===== src/rtl/multicycle_stage_if.sv =====
// Valid/ready bus for multicycle_stage: upstream handshake plus downstream handshake.
// The stage side uses the slave modport and the bus owner (driver/sink) uses master.
interface multicycle_stage_if #(
  parameter int DW = 32
);
  logic          ival;
  logic [DW-1:0] idata;
  logic          irdy;
  logic          oval;
  logic [DW-1:0] odata;
  logic          ordy;

  modport slave (
    input  ival, idata, ordy,
    output irdy, oval, odata
  );

  modport master (
    output ival, idata, ordy,
    input  irdy, oval, odata
  );
endinterface


===== src/rtl/multicycle_stage.sv =====
// Fixed-latency valid/ready stage: PIPE=0 holds one transaction for LAT cycles,
// PIPE=1 is a LAT-deep bubble-collapsing shift pipeline. Reports occupancy, supports flush.
module multicycle_stage #(
  parameter int DW   = 32,
  parameter int LAT  = 5,
  parameter int PIPE = 0
) (
  input  logic                      clk,
  input  logic                      rst_n,
  input  logic                      flush,
  multicycle_stage_if.slave         io,
  output logic [$clog2(LAT+1)-1:0]  occ
);
  localparam int OCW = $clog2(LAT+1);

  logic          irdy;
  logic          oval;
  logic [DW-1:0] odata;
  logic          iack;
  logic          oack;
  logic [OCW-1:0] occ_q, occ_d;

  assign io.irdy  = irdy;
  assign io.oval  = oval;
  assign io.odata = odata;
  assign iack     = io.ival & irdy;
  assign oack     = oval & io.ordy;
  assign occ      = occ_q;

  always_comb begin
    occ_d = occ_q;
    if (flush)
      occ_d = '0;
    else if (iack && !oack)
      occ_d = occ_q + OCW'(1);
    else if (oack && !iack)
      occ_d = occ_q - OCW'(1);
  end

  always_ff @(posedge clk or negedge rst_n) begin
    if (!rst_n) occ_q <= '0;
    else        occ_q <= occ_d;
  end

  if (PIPE == 0) begin : g_blocking
    typedef enum logic [1:0] {S_IDLE, S_RUN, S_HOLD} state_e;

    state_e         st_q, st_d;
    logic [OCW-1:0] cnt_q, cnt_d;
    logic [DW-1:0]  data_q;

    assign oval  = (st_q == S_HOLD);
    assign irdy  = !flush && ((st_q == S_IDLE) || (oval && io.ordy));
    assign odata = data_q;

    // cnt mirrors the 1..LAT-1 phase of the transaction; S_HOLD stands for phase LAT.
    always_comb begin
      st_d  = st_q;
      cnt_d = cnt_q;
      if (flush) begin
        st_d  = S_IDLE;
        cnt_d = '0;
      end else if (iack) begin
        st_d  = (LAT == 1) ? S_HOLD : S_RUN;
        cnt_d = OCW'(1);
      end else begin
        case (st_q)
          S_RUN: begin
            if (cnt_q == OCW'(LAT-1)) st_d = S_HOLD;
            else                      cnt_d = cnt_q + OCW'(1);
          end
          S_HOLD: begin
            if (io.ordy) st_d = S_IDLE;
          end
          default: ;
        endcase
      end
    end

    always_ff @(posedge clk or negedge rst_n) begin
      if (!rst_n) begin
        st_q  <= S_IDLE;
        cnt_q <= '0;
      end else begin
        st_q  <= st_d;
        cnt_q <= cnt_d;
      end
    end

    always_ff @(posedge clk or negedge rst_n) begin
      if (!rst_n)    data_q <= '0;
      else if (iack) data_q <= io.idata;
    end
  end else begin : g_pipelined
    logic [LAT-1:0] v_q;
    logic [LAT-1:0] free;
    logic [DW-1:0]  d_q [LAT];

    // free[k]: stage k may load this cycle (empty, or everything ahead of it moves).
    always_comb begin : free_chain
      logic f;
      free = '0;
      f = ~v_q[LAT-1] | io.ordy;
      free[LAT-1] = f;
      for (int unsigned k = 1; k < LAT; k++) begin
        f = ~v_q[LAT-1-k] | f;
        free[LAT-1-k] = f;
      end
    end

    assign irdy  = !flush && free[0];
    assign oval  = v_q[LAT-1];
    assign odata = d_q[LAT-1];

    always_ff @(posedge clk or negedge rst_n) begin
      if (!rst_n) begin
        v_q <= '0;
        for (int unsigned k = 0; k < LAT; k++) d_q[k] <= '0;
      end else if (flush) begin
        v_q <= '0;
      end else begin
        if (free[0]) begin
          v_q[0] <= iack;
          if (iack) d_q[0] <= io.idata;
        end
        for (int unsigned k = 1; k < LAT; k++) begin
          if (free[k]) begin
            v_q[k] <= v_q[k-1];
            d_q[k] <= d_q[k-1];
          end
        end
      end
    end
  end
endmodule


===== src/flat_wrapper.sv =====
// flat-port wrapper written by rule: the top's interface ports become plain ports
module multicycle_stage_flat 
#(
  parameter int DW   = 32,
  parameter int LAT  = 5,
  parameter int PIPE = 0
)
  (clk, rst_n, flush, occ, io_ival, io_idata, io_ordy, io_irdy, io_oval, io_odata);
  multicycle_stage_if #(.DW(DW)) io_i ();
  input  logic clk;
  input  logic rst_n;
  input  logic flush;
  output logic [$clog2(LAT+1)-1:0] occ;
  input wire logic [$bits(io_i.ival)-1:0] io_ival;
  input wire logic [$bits(io_i.idata)-1:0] io_idata;
  input wire logic [$bits(io_i.ordy)-1:0] io_ordy;
  output wire logic [$bits(io_i.irdy)-1:0] io_irdy;
  output wire logic [$bits(io_i.oval)-1:0] io_oval;
  output wire logic [$bits(io_i.odata)-1:0] io_odata;
  assign io_i.ival = io_ival;
  assign io_i.idata = io_idata;
  assign io_i.ordy = io_ordy;
  assign io_irdy = io_i.irdy;
  assign io_oval = io_i.oval;
  assign io_odata = io_i.odata;
  multicycle_stage #(.DW(DW), .LAT(LAT), .PIPE(PIPE)) u_core (.clk(clk), .rst_n(rst_n), .flush(flush), .io(io_i), .occ(occ));
endmodule

===== config.mk =====
export PLATFORM = sky130hd
export DESIGN_NAME = multicycle_stage_flat
export DESIGN_NICKNAME = d
export VERILOG_FILES = /design/src/rtl/multicycle_stage_if.sv /design/src/rtl/multicycle_stage.sv /design/src/flat_wrapper.sv
export SDC_FILE = /design/constraint.sdc
export NUM_CORES = 1
export LEC_CHECK = 0
export ABC_AREA = 1
export ABC_CLOCK_PERIOD_IN_PS = 1710
export BUFFER_PORTS_ARGS = -buffer_cell sky130_fd_sc_hd__buf_2
export CELL_PAD_IN_SITES_DETAIL_PLACEMENT = 0
export CELL_PAD_IN_SITES_GLOBAL_PLACEMENT = 2
export CORE_AREA = 2 2 84 86
export CTS_CLUSTER_SIZE = 25
export DETAILED_ROUTE_END_ITERATION = 8
export DIE_AREA = 0 0 86 88
export PLACE_DENSITY_LB_ADDON = 0.1
export SLEW_MARGIN = 15
export SYNTH_ARGS = -nofsm -noshare
export SYNTH_HDL_FRONTEND = slang
export SYNTH_SLANG_ARGS = --single-unit

===== constraint.sdc =====
create_clock -name clk -period 1.71 [get_ports clk]
set_input_delay 0.0855 -clock clk [delete_from_list [all_inputs] [get_ports clk]]
set_output_delay 0.0855 -clock clk [all_outputs]
set_load 0.02 [all_outputs]

==> results of run 1 <==
how the worst min path moves through the flow:
stage | to | startpoint
global placement | u_core.g_blocking.st_q[0] | rst_n
floorplan | u_core.g_blocking.cnt_q[0] | rst_n
detailed placement | u_core.io.odata[26] | rst_n
global route | u_core.io.odata[1] | io_idata[1]
CTS | u_core.io.odata[21] | io_idata[21]
finish | u_core.io.odata[22] | io_idata[22]
cell families after synthesis:
family / count (synthesis) / synth area share (%)
compound gates: 8 / 2.56
xor+xnor: 1 / 0.497
fa+ha+maj: 3 / 2.55
buf+inv: 17 / 5.18
flops: 40 / 56.8
mux: 32 / 23.8
simple gates: 33 / 8.59
critical path: stages, from the launching register on:
cell      delay (ns)
dfrtp_1         0.42
inv_2           0.08
nand3_2         0.07
inv_2           0.08
nor2_2          0.05
fa_2            0.35
xnor2_2         0.15
o21bai_1        0.13
nand2_1         0.06
nand2_1         0.06
nand2_1         0.04
state kept, by name (all words and copies together), names as in the netlist:
register	count
u_core.g_blocking.st_q	2
u_core.occ	3
u_core.io.odata	32
u_core.g_blocking.cnt_q	3
per-layer routing:
layer | track usage, % | share of wire [%] | vias up
li1 | - | - | 609
met1 | 12.6 | 43 | 596
met2 | 17.0 | 49 | 44
met3 | 3.77 | 6.4 | 6
met4 | 3.03 | 1.2 | 0
met5 | 0 | 0 | -
metrics by stage:
step / hold WS, ns / power [µW]
3_3_place_gp: 0.184 / 2050
6_report: 0.0191 / 2690
4_1_cts: 0.00896 / 2740
5_1_grt: 0.00385 / 2870
2_1_floorplan: -0.210 / 1760
3_5_place_dp: 0.193 / 2060
synth_stat cells:
| library cell | count |
|---|---|
| o21bai_1 | 1 |
| mux2_2 | 16 |
| xnor2_1 | 1 |
| nand2_2 | 1 |
| buf_6 | 2 |
| inv_1 | 13 |
| o31ai_1 | 1 |
| nand3_1 | 2 |
| o21ai_0 | 2 |
| buf_8 | 1 |
| nand4_1 | 1 |
| fa_1 | 1 |
| and2_1 | 1 |
| ha_1 | 2 |
| nor2_1 | 6 |
| nor2_4 | 1 |
| a21oi_1 | 4 |
| nand3_2 | 1 |
| nor3b_1 | 1 |
| buf_2 | 1 |
| mux2_4 | 16 |
| dfrtp_1 | 40 |
| nand2_1 | 19 |
power groups by stage:
stage / clock network (µW) / logic (µW) / registers [µW]
global route: 731 / 889 / 1250
detailed placement: 0 / 824 / 1240
floorplan: 0 / 304 / 1460
CTS: 683 / 826 / 1230
global placement: 0 / 818 / 1230
finish: 646 / 822 / 1230
timing repair:
| action | in CTS | in global routing |
|---|---|---|
| buffers inserted | 0 | 1 |
| hold buffers | 1 | 2 |
| resized for setup | 1 | 7 |
| hold endpoints to repair | 40 | 2 |
| pin swaps | 1 | 2 |
| setup endpoints to repair | 1 | 2 |
area by class of cell:
type | count | area [µm²] | share of cell area, %
Multi-Input combinational cell | 77 | 698 | 29.2
Clock inverter | 2 | 10.0 | 0.418
Sequential cell | 40 | 1000 | 41.8
Inverter | 13 | 48.8 | 2.04
Timing Repair Buffer | 82 | 453 | 18.9
Clock buffer | 6 | 82.6 | 3.45
Tap cell | 80 | 100 | 4.18
==> impl_results.md, run 1 <==
* Setup ws final at 0.117 ns
* Crit path max fanout at 3
* Syn Area/Cell at approximately 13 µm²
* Crit path arrival time at between 1.5 and 2 ns
* Top cell type's share of synthesized area at 56.8%
* Crit path time final at 1.59 ns
* Num CTS Buffers at 5
* Status: completed
* PortBufs at 73
* Reg-to-Reg End: u_core.occ[2]
* Core Footprint at 0.00664 mm²
* Worst slew pin tran at about 0.51 ns
* Hold depth at 2
* Worst R2R Start: u_core.g_blocking.st_q[0]
* Synth cell types at 23
* Initial cell density of the core at 26.5%
* Logic pwr share at between 30% and 40%
* Final Hold Fails at 0
* Pwr Density at between 1000 and 1500 mW/mm²
* Reg power frac at between 40% and 50%
* Initial antenna violation count at 0
* Largest cells by area after synthesis: dfrtp_1 (57%), mux2_4 (14%), mux2_2 (10%)
* Vias/cell at between 4 and 5
* Final setup fails at 0
* Global-route wire length before repair at 5980 µm
* Commonest non-fill, non-tap cell in the layout: buf_2
* Clock Path Buffers at 2
* Die area at 0.00757 mm²
* Commonest non-fill, non-tap cells in the layout: buf_2 (73), dfrtp_1 (40), nand2_1 (18), mux2_4 (16), mux2_2 (16)
* Critical Path RT at 1.90 ns
* Max cap viols at 0
* First-pass DRT Iterations at 3
* CTS H-tree depth at 2
* Crit. End Element: register
* Placer congestion estimate at between 0.7 and 0.8
* Synthesized Nets at 174
* Dpl cells at 288
* Critical path type: register to register
* Fillers at just under 700
* Clock skew at about 0.0045 ns
* Critical path origin: u_core.g_blocking.st_q[0]
* Finished Cell Area at 0.00239 mm²
* Switching Share at 32.1%
* Vias in the first global route at ~1200
* Gr usage total at around a tenth
* Nets at approximately 260
* Root Driver: clkbuf_8
* Top Ports at 74
* Worst reg-to-reg setup slack at about 0.12 ns
* Switching pwr at roughly 860 µW
* Setup TNS Final at 0 ns
* Post-Layout Cell Count at 300
* Max VDD drop at around 0.00042 V
* DRC viols at 0
* Seq/Total Area, Yosys at 56.8%
* HP Class: input port to register
* Final core utilization at between 30% and 40%
* Total grt overflow at 0
* Critical Path Source Type: register
* Clk pwr share at between 20% and 30%
* # clock sinks at 40
* Max Clk Rate at 628 MHz
* Count of pins over their slew limit at 0
* Row cnt at 30
* P_int at about 1800 µW
* # diodes at 0
* HPWL after detailed placement at approximately 2700 µm
* Pre-CTS setup slack at -0.0144 ns
* Area leader, netlist: dfrtp_1
* Layout cells sized above 1 at between 50% and 60%
* Worst r2r path cells at 10
* Post-DP Area at 0.00224 mm²
* Routed len/inst at 12.6 µm
* Largest net degree at the start of global routing at 41
* Post-Syn Area at 0.00176 mm²
* CTS tree: built
* WL final at approximately 3800 µm
* YS warnings at 0
* Area added between synthesis and finish at 35.8%
* Clk_lat worst skew at between 0.2 and 0.3 ns
* Clk slew on worst S/H paths at ~0.080 ns
* Critical Path End: u_core.occ[2]
* Routed Antenna Nets at 0
* Syn Inst Count at 134
* DIE WIDTH at 86 µm
* Yosys reg bits at 40
* DR vias at 1255
* Height of the die at ~88 µm
* Max_slew headroom at ~66%
* Leakage Power at 0.00126 µW
* Period Utilization, post-route at between 90 and 100%
* 1st-iter DRT viols at 33
Note: power is estimated with default switching activity, not from simulation.
==> run 2, diff against run 1 <==
--- a/config.mk
+++ b/config.mk
@@ -6,14 +6,14 @@
 export NUM_CORES = 1
 export LEC_CHECK = 0
 export ABC_AREA = 1
-export ABC_CLOCK_PERIOD_IN_PS = 1710
+export ABC_CLOCK_PERIOD_IN_PS = 1900
 export BUFFER_PORTS_ARGS = -buffer_cell sky130_fd_sc_hd__buf_2
 export CELL_PAD_IN_SITES_DETAIL_PLACEMENT = 0
 export CELL_PAD_IN_SITES_GLOBAL_PLACEMENT = 2
-export CORE_AREA = 2 2 84 86
+export CORE_AREA = 2 2 78 80
 export CTS_CLUSTER_SIZE = 25
 export DETAILED_ROUTE_END_ITERATION = 8
-export DIE_AREA = 0 0 86 88
+export DIE_AREA = 0 0 80 82
 export PLACE_DENSITY_LB_ADDON = 0.1
 export SLEW_MARGIN = 15
 export SYNTH_ARGS = -nofsm -noshare
==> constraint.sdc (replaced) <==
create_clock -name clk -period 1.9 [get_ports clk]
set_input_delay 0.095 -clock clk [delete_from_list [all_inputs] [get_ports clk]]
set_output_delay 0.095 -clock clk [all_outputs]
set_load 0.02 [all_outputs]
==> run 2 against run 1 <==
Effect of this change: clock power decreased by 8.4%; clock-buffer cell count unchanged; combinational power decreased by 11%; clock skew increased by 0.0032 ns; worst setup slack improved by 0.11 ns; critical path depth unchanged; design area decreased by 2.4%; fmax decreased by 5.0%; hold slack improved by 0.011 ns; critical path type unchanged; largest cell class unchanged; largest power group unchanged.
==> impl_results.md, run 2 (synthesized netlist as in run 1, its figures left out) <==
* # diodes at 0 (unchanged)
* Final setup fails at 0 (unchanged)
* Setup ws final at 0.222 ns (was 0.117 ns)
* Gr usage total at 11.4% (was 10.3%)
* Crit path time final at 1.68 ns (was 1.59 ns)
* Top Ports at 74 (unchanged)
* Vias/cell at 4.14 (was 4.18)
* Row cnt at 28 (was 30)
* Nets at 255 (was 259)
* Height of the die at 82 µm (was 88 µm)
* Period Utilization, post-route at 88.3% (was 93.2%)
* Clk slew on worst S/H paths at 0.08 ns (about the same)
* PortBufs at 73 (unchanged)
* Crit path largest cell delay at 0.39 ns (was 0.42 ns)
* Crit path max fanout at 4 (was 3)
* Top delay family on crit path: flip-flops (unchanged)
* Worst r2r path cells at 10 (unchanged)
* Core Footprint at 0.00575 mm² (was 0.00664 mm²)
* HPWL after detailed placement at 2770 µm (was 2700 µm)
* Area occupied by multi-input gates at 678 µm² (was 698 µm²)
* HP Class: input port to register (unchanged)
* Critical path's slowest cell: dfrtp_1 (unchanged)
* Routed Antenna Nets at 0 (unchanged)
* CP cell instances: inv_2, nand3_2, inv_2, nor2_2, fa_1, xnor2_1, o21bai_1, nand2_1, nand2_1, nand2_1 (was inv_2, nand3_2, inv_2, nor2_2, fa_2, xnor2_2, o21bai_1, nand2_1, nand2_1, nand2_1)
* Worst path bufs/invs at 2 (unchanged)
* Global-route wire length before repair at 5590 µm (was 5980 µm)
* Initial antenna violation count at 0 (unchanged)
* Largest net degree at the start of global routing at 38 (was 41)
* Final core utilization at 40.7% (was 36.0%)
* Die area at 0.00656 mm² (was 0.00757 mm²)
* DIE WIDTH at 80 µm (was 86 µm)
* Status: completed (unchanged)
* # clock sinks at 40 (unchanged)
* Fillers at 586 (was 676)
* Total grt overflow at 0 (unchanged)
* Worst slew pin tran at 0.325 ns (was 0.510 ns)
* Max_slew headroom at 78.3% (was 66.0%)
* WL final at 3610 µm (was 3790 µm)
* Clock skew at 0.00766 ns (was 0.00446 ns)
* Root Driver: clkbuf_8 (unchanged)
* Clock Path Buffers at 2 (unchanged)
* Hold endpoint: u_core.io.odata[24] (was u_core.io.odata[22])
* Reg-to-Reg End: u_core.occ[2] (unchanged)
* Routed len/inst at 12.4 µm (was 12.6 µm)
* DR vias at 1206 (was 1255)
* DRC viols at 0 (unchanged)
* Hold depth at 2 (unchanged)
* Worst R2R Start: u_core.g_blocking.st_q[0] (unchanged)
* Vias in the first global route at 1207 (was 1228)
* Pwr Density at 1040 mW/mm² (was 1130 mW/mm²)
* Hold wc startpoint: io_idata[24] (was io_idata[22])
* Commonest non-fill, non-tap cells in the layout: buf_2 (73), dfrtp_1 (40), nand2_1 (19), mux2_4 (16), mux2_2 (16) (was buf_2 (73), dfrtp_1 (40), nand2_1 (18), mux2_4 (16), mux2_2 (16))
* CTS tree: built (unchanged)
* Worst reg-to-reg setup slack at 0.22 ns (was 0.12 ns)
* Area added between synthesis and finish at 32.5% (was 35.8%)
* First-pass DRT Iterations at 2 (was 3)
* Max VDD drop at 0.000399 V (was 0.000422 V)
* CTS H-tree depth at 2 (unchanged)
* Max reg flops at 32 (unchanged)
* Max cap viols at 0 (unchanged)
* Final Hold Fails at 0 (unchanged)
* Commonest non-fill, non-tap cell in the layout: buf_2 (unchanged)
* Pre-CTS setup slack at 0.0563 ns (was -0.0144 ns)
* 1st-iter DRT viols at 37 (was 33)
* Leakage Power at 0.00124 µW (was 0.00126 µW)
* Setup TNS Final at 0 ns (unchanged)
* Layout cells sized above 1 at 57.4% (was 58.6%)
* Crit. End Element: register (unchanged)
* Most used cell along the critical path: nand2_1 (unchanged)
* RSZ-0062 raised after global routing: false
* Num CTS Buffers at 5 (unchanged)
* Crit path arrival time at 1.86 ns (was 1.78 ns)
* Critical path type: register to register (unchanged)
* Sequential cell area at 0.00100 mm² (unchanged)
* Clk_lat worst skew at 0.29 ns (about the same)
* Initial cell density of the core at 30.7% (was 26.5%)
* Placer congestion estimate at 0.709 (was 0.710)
* Critical Path Source Type: register (unchanged)
* Count of pins over their slew limit at 0 (unchanged)
* Critical Path RT at 2.09 ns (was 1.90 ns)
* Max Clk Rate at 596 MHz (was 628 MHz)
-- run 2: what timing repair did --
action,CTS,global route
gates resized for setup,0,4
hold buffers,1,0
setup endpoints to repair,0,1
endpoints found under the hold margin,12,0
setup buffers,0,1
-- run 2: final cells by class --
class / count / share of cell area (%)
well taps: 75 / 4.02
clock inverters: 2 / 0.589
repair buffers: 78 / 17.9
multi-input cells: 77 / 29.0
clock buffers: 6 / 3.54
inverters: 13 / 2.09
flip-flops and latches: 40 / 42.8
-- run 2: worst max-delay path by stage --
stage / start / endpoint / slack, ns / cells past startpoint
after floorplan: u_core.g_blocking.st_q[0] / u_core.occ[2] / 0.24 / 10
after global placement: u_core.g_blocking.st_q[0] / u_core.occ[2] / 0.15 / 10
after detailed placement: u_core.g_blocking.st_q[0] / u_core.occ[2] / 0.06 / 10
after CTS: u_core.g_blocking.st_q[0] / u_core.occ[2] / 0.06 / 10
after global routing: u_core.g_blocking.st_q[0] / u_core.occ[2] / 0.05 / 10
final: u_core.g_blocking.st_q[0] / u_core.occ[2] / 0.22 / 10
-- run 2: report_power, final --
part	switching (µW)	internal [µW]	total, µW
sequential	88.1	1010	1100
combinational	396	337	733
clock	296	297	592
-- run 2: metal layers --
metal  vias up  track usage (%)  share of wire (%)
met5         -                0                  0
li1        599                -                  -
met1       557             13.6                 42
met2        44             18.2                 48
met3         6             4.84                8.3
met4         0             4.58                1.6
-- run 2: worst register-to-register path, cell delays in order (launching register included) --
cell and delay, ns:
dfrtp_1 0.39, inv_2 0.09, nand3_2 0.09, inv_2 0.09, nor2_2 0.06, fa_1 0.37
xnor2_1 0.19, o21bai_1 0.13, nand2_1 0.07, nand2_1 0.07, nand2_1 0.04
-- run 2: stage by stage --
stage / cell area (µm²) / cells / total power [µW] / hold slack, ns
after detailed placement: 2210 / 281 / 1860 / 0.0180
after floorplan: 1760 / 134 / 1580 / -0.201
after global routing: 2340 / 291 / 2580 / 0.00910
after global placement: 2210 / 281 / 1840 / 0.00994
final: 2340 / 291 / 2430 / 0.0297
after CTS: 2320 / 290 / 2470 / 0.0171
==> run 3, diff against run 2 <==
--- a/config.mk
+++ b/config.mk
@@ -14,7 +14,8 @@
 export CTS_CLUSTER_SIZE = 25
 export DETAILED_ROUTE_END_ITERATION = 8
 export DIE_AREA = 0 0 80 82
-export PLACE_DENSITY_LB_ADDON = 0.1
+export GPL_TIMING_DRIVEN = 0
+export PLACE_DENSITY = 0.79
 export SLEW_MARGIN = 15
 export SYNTH_ARGS = -nofsm -noshare
 export SYNTH_HDL_FRONTEND = slang
==> run 3 against run 2 <==
Effect of this change: first-iteration DRC count increased by 24%; non-clock buffer count up 4; combinational power grew 1%; register-to-register slack worse by 0.04 ns; global-route usage is 0.48 points higher; routed wire length shrank 0.11%; clock skew shrank 0.0019 ns; fmax is 2.4% lower; die area stayed put; clock-buffer cell count stayed put; critical path depth is the same; largest power group unchanged.
==> impl_results.md, run 3 (synthesized netlist as in run 1, its figures left out) <==
* Count of pins over their slew limit at 0 (unchanged)
* Die area at 0.00656 mm² (unchanged)
* Nets at 259 (was 255)
* Finished Cell Area at 0.00238 mm² (was 0.00234 mm²)
* Crit path time final at 1.72 ns (was 1.68 ns)
* Clk pwr share at 24.5% (was 24.4%)
* Largest net degree at the start of global routing at 41 (was 38)
* Pwr Density at 1020 mW/mm² (was 1040 mW/mm²)
* CTS tree: built (unchanged)
* Root Driver: clkbuf_8 (unchanged)
* RSZ-0062 raised after global routing: false (unchanged)
* Post-DP Area at 0.00222 mm² (was 0.00221 mm²)
* Commonest non-fill, non-tap cells in the layout: buf_2 (74), dfrtp_1 (39), nand2_1 (19), mux2_4 (16), mux2_2 (16) (was buf_2 (73), dfrtp_1 (40), nand2_1 (19), mux2_4 (16), mux2_2 (16))
* Clock skew at 0.00578 ns (was 0.00766 ns)
* Gr usage total at 11.9% (was 11.4%)
* Total power at 2430 µW (about the same)
* HPWL after detailed placement at 2620 µm (was 2770 µm)
* # diodes at 0 (unchanged)
* 1st-iter DRT viols at 46 (was 37)
* Status: completed (unchanged)
* DRC viols at 0 (unchanged)
* Leakage Power at 0.00125 µW (was 0.00124 µW)
* Height of the die at 82 µm (unchanged)
* Routed Antenna Nets at 0 (unchanged)
* Max Clk Rate at 582 MHz (was 596 MHz)
* Logic pwr share at 30.4% (was 30.2%)
* Crit path arrival time at 1.90 ns (was 1.86 ns)
* Reg power frac at 45.0% (was 45.4%)
* Crit. End Element: register (unchanged)
* Vias in the first global route at 1264 (was 1207)
* Initial cell density of the core at 30.7% (unchanged)
* Max cap viols at 0 (unchanged)
* Clk_lat worst skew at 0.29 ns (about the same)
* Area added between synthesis and finish at 35.0% (was 32.5%)
* M1 WL at 1580 µm (was 1520 µm)
* Switching pwr at 784 µW (was 780 µW)
* Critical Path RT at 2.08 ns (was 2.09 ns)
* DR top layer: met4 (unchanged)
* Switching Share at 32.2% (was 32.1%)
* PortBufs at 73 (unchanged)
* Core Footprint at 0.00575 mm² (unchanged)
* First-pass DRT Iterations at 4 (was 2)
* Commonest non-fill, non-tap cell in the layout: buf_2 (unchanged)
* Period Utilization, post-route at 90.5% (was 88.3%)
* Setup TNS Final at 0 ns (unchanged)
* Layout cells sized above 1 at 59.1% (was 57.4%)
* Met3 wire len at 363 µm (was 299 µm)
* Total grt overflow at 0 (unchanged)
* Metal2 WL at 1620 µm (was 1730 µm)
* DR vias at 1248 (was 1206)
* Critical Path Source Type: register (unchanged)
* Clk slew on worst S/H paths at 0.08 ns (about the same)
* Global-route wire length before repair at 5890 µm (was 5590 µm)
* Routed len/inst at 12.2 µm (was 12.4 µm)
* Max VDD drop at 0.000422 V (was 0.000399 V)
* P_int at 1650 µW (about the same)
* Clock Path Buffers at 2 (unchanged)
* Num CTS Buffers at 5 (unchanged)
* DIE WIDTH at 80 µm (unchanged)
* Placer congestion estimate at 0.712 (was 0.709)
* Row cnt at 28 (unchanged)
* Final setup fails at 0 (unchanged)
* Initial antenna violation count at 0 (unchanged)
* Worst slew pin tran at 0.902 ns (was 0.325 ns)
* CTS H-tree depth at 2 (unchanged)
* Post-Layout Cell Count at 295 (was 291)
* Vias/cell at 4.23 (was 4.14)
* Critical path type: register to register (unchanged)
* Max_slew headroom at 39.9% (was 78.3%)
* Crit path max fanout at 4 (unchanged)
* Final Hold Fails at 0 (unchanged)
* Max reg flops at 32 (unchanged)
* Dpl cells at 282 (was 281)
* Top Ports at 74 (unchanged)
* # clock sinks at 40 (unchanged)
* HP Class: input port to register (unchanged)
* WL final at 3610 µm (about the same)
run 3: area by class of cell:
type	count	area, µm²
fill	593	3370
timing repair buffer	78	405
tap	75	93.8
buffer	4	46.3
inverter	13	48.8
multi-input combinational	77	686
clock buffer	6	82.6
clock inverter	2	15.0
sequential	40	1000
run 3: repair_timing:
action | in CTS | in global routing
hold buffers | 1 | 0
hold endpoints to repair | 40 | 0
setup buffers | 0 | 4
setup endpoints to repair | 0 | 1
resized for setup | 0 | 7
run 3: critical path: stages, from the launching register on:
cell and delay (ns):
dfrtp_1 0.42, inv_2 0.10, nand3_2 0.10, inv_2 0.09, nor2_2 0.05, fa_1 0.41, xnor2_2 0.16, o21bai_1 0.12
nand2_1 0.06, nand2_1 0.06, nand2_1 0.04
run 3: power by group through the flow:
stage	clock network, µW	registers (µW)	logic (µW)
detailed placement	0	1110	741
global route	674	1120	804
CTS	636	1100	743
finish	598	1100	740
global placement	0	1110	732
floorplan	0	1310	273
run 3: per-layer routing:
layer  up-vias  track usage, %
met1       580            15.0
met3         5            5.05
met4         0            3.56
met5         -               0
met2        58            18.5
li1        605               -
run 3: per-stage QoR:
stage / utilization (%) / hold WS, ns / setup slack (ns)
after CTS: 40.5 / 0.0107 / 0.0495
after global placement: 38.7 / 0.288 / 0.0613
final: 41.4 / 0.0246 / 0.181
after floorplan: - / -0.201 / 0.235
after global routing: 41.4 / 0.0103 / 0.0146
after detailed placement: 38.7 / 0.285 / 0.0718
run 3: worst paths after layout:
| check | end | from | depth (start not counted) | slack [ns] |
|---|---|---|---|---|
| worst max-delay path | u_core.occ[2] | u_core.g_blocking.st_q[0] | 10 | 0.18 |
| worst min-delay path | u_core.io.odata[17] | io_idata[17] | 2 | 0.02 |
| worst max register to register | u_core.occ[2] | u_core.g_blocking.st_q[0] | 10 | 0.18 |
| worst min register to register | u_core.occ[0] | u_core.occ[0] | 2 | 0.50 |
| max in group asynchronous | u_core.g_blocking.st_q[1] | rst_n | 2 | 0.81 |
| min in group asynchronous | u_core.io.odata[30] | rst_n | 2 | 0.47 |
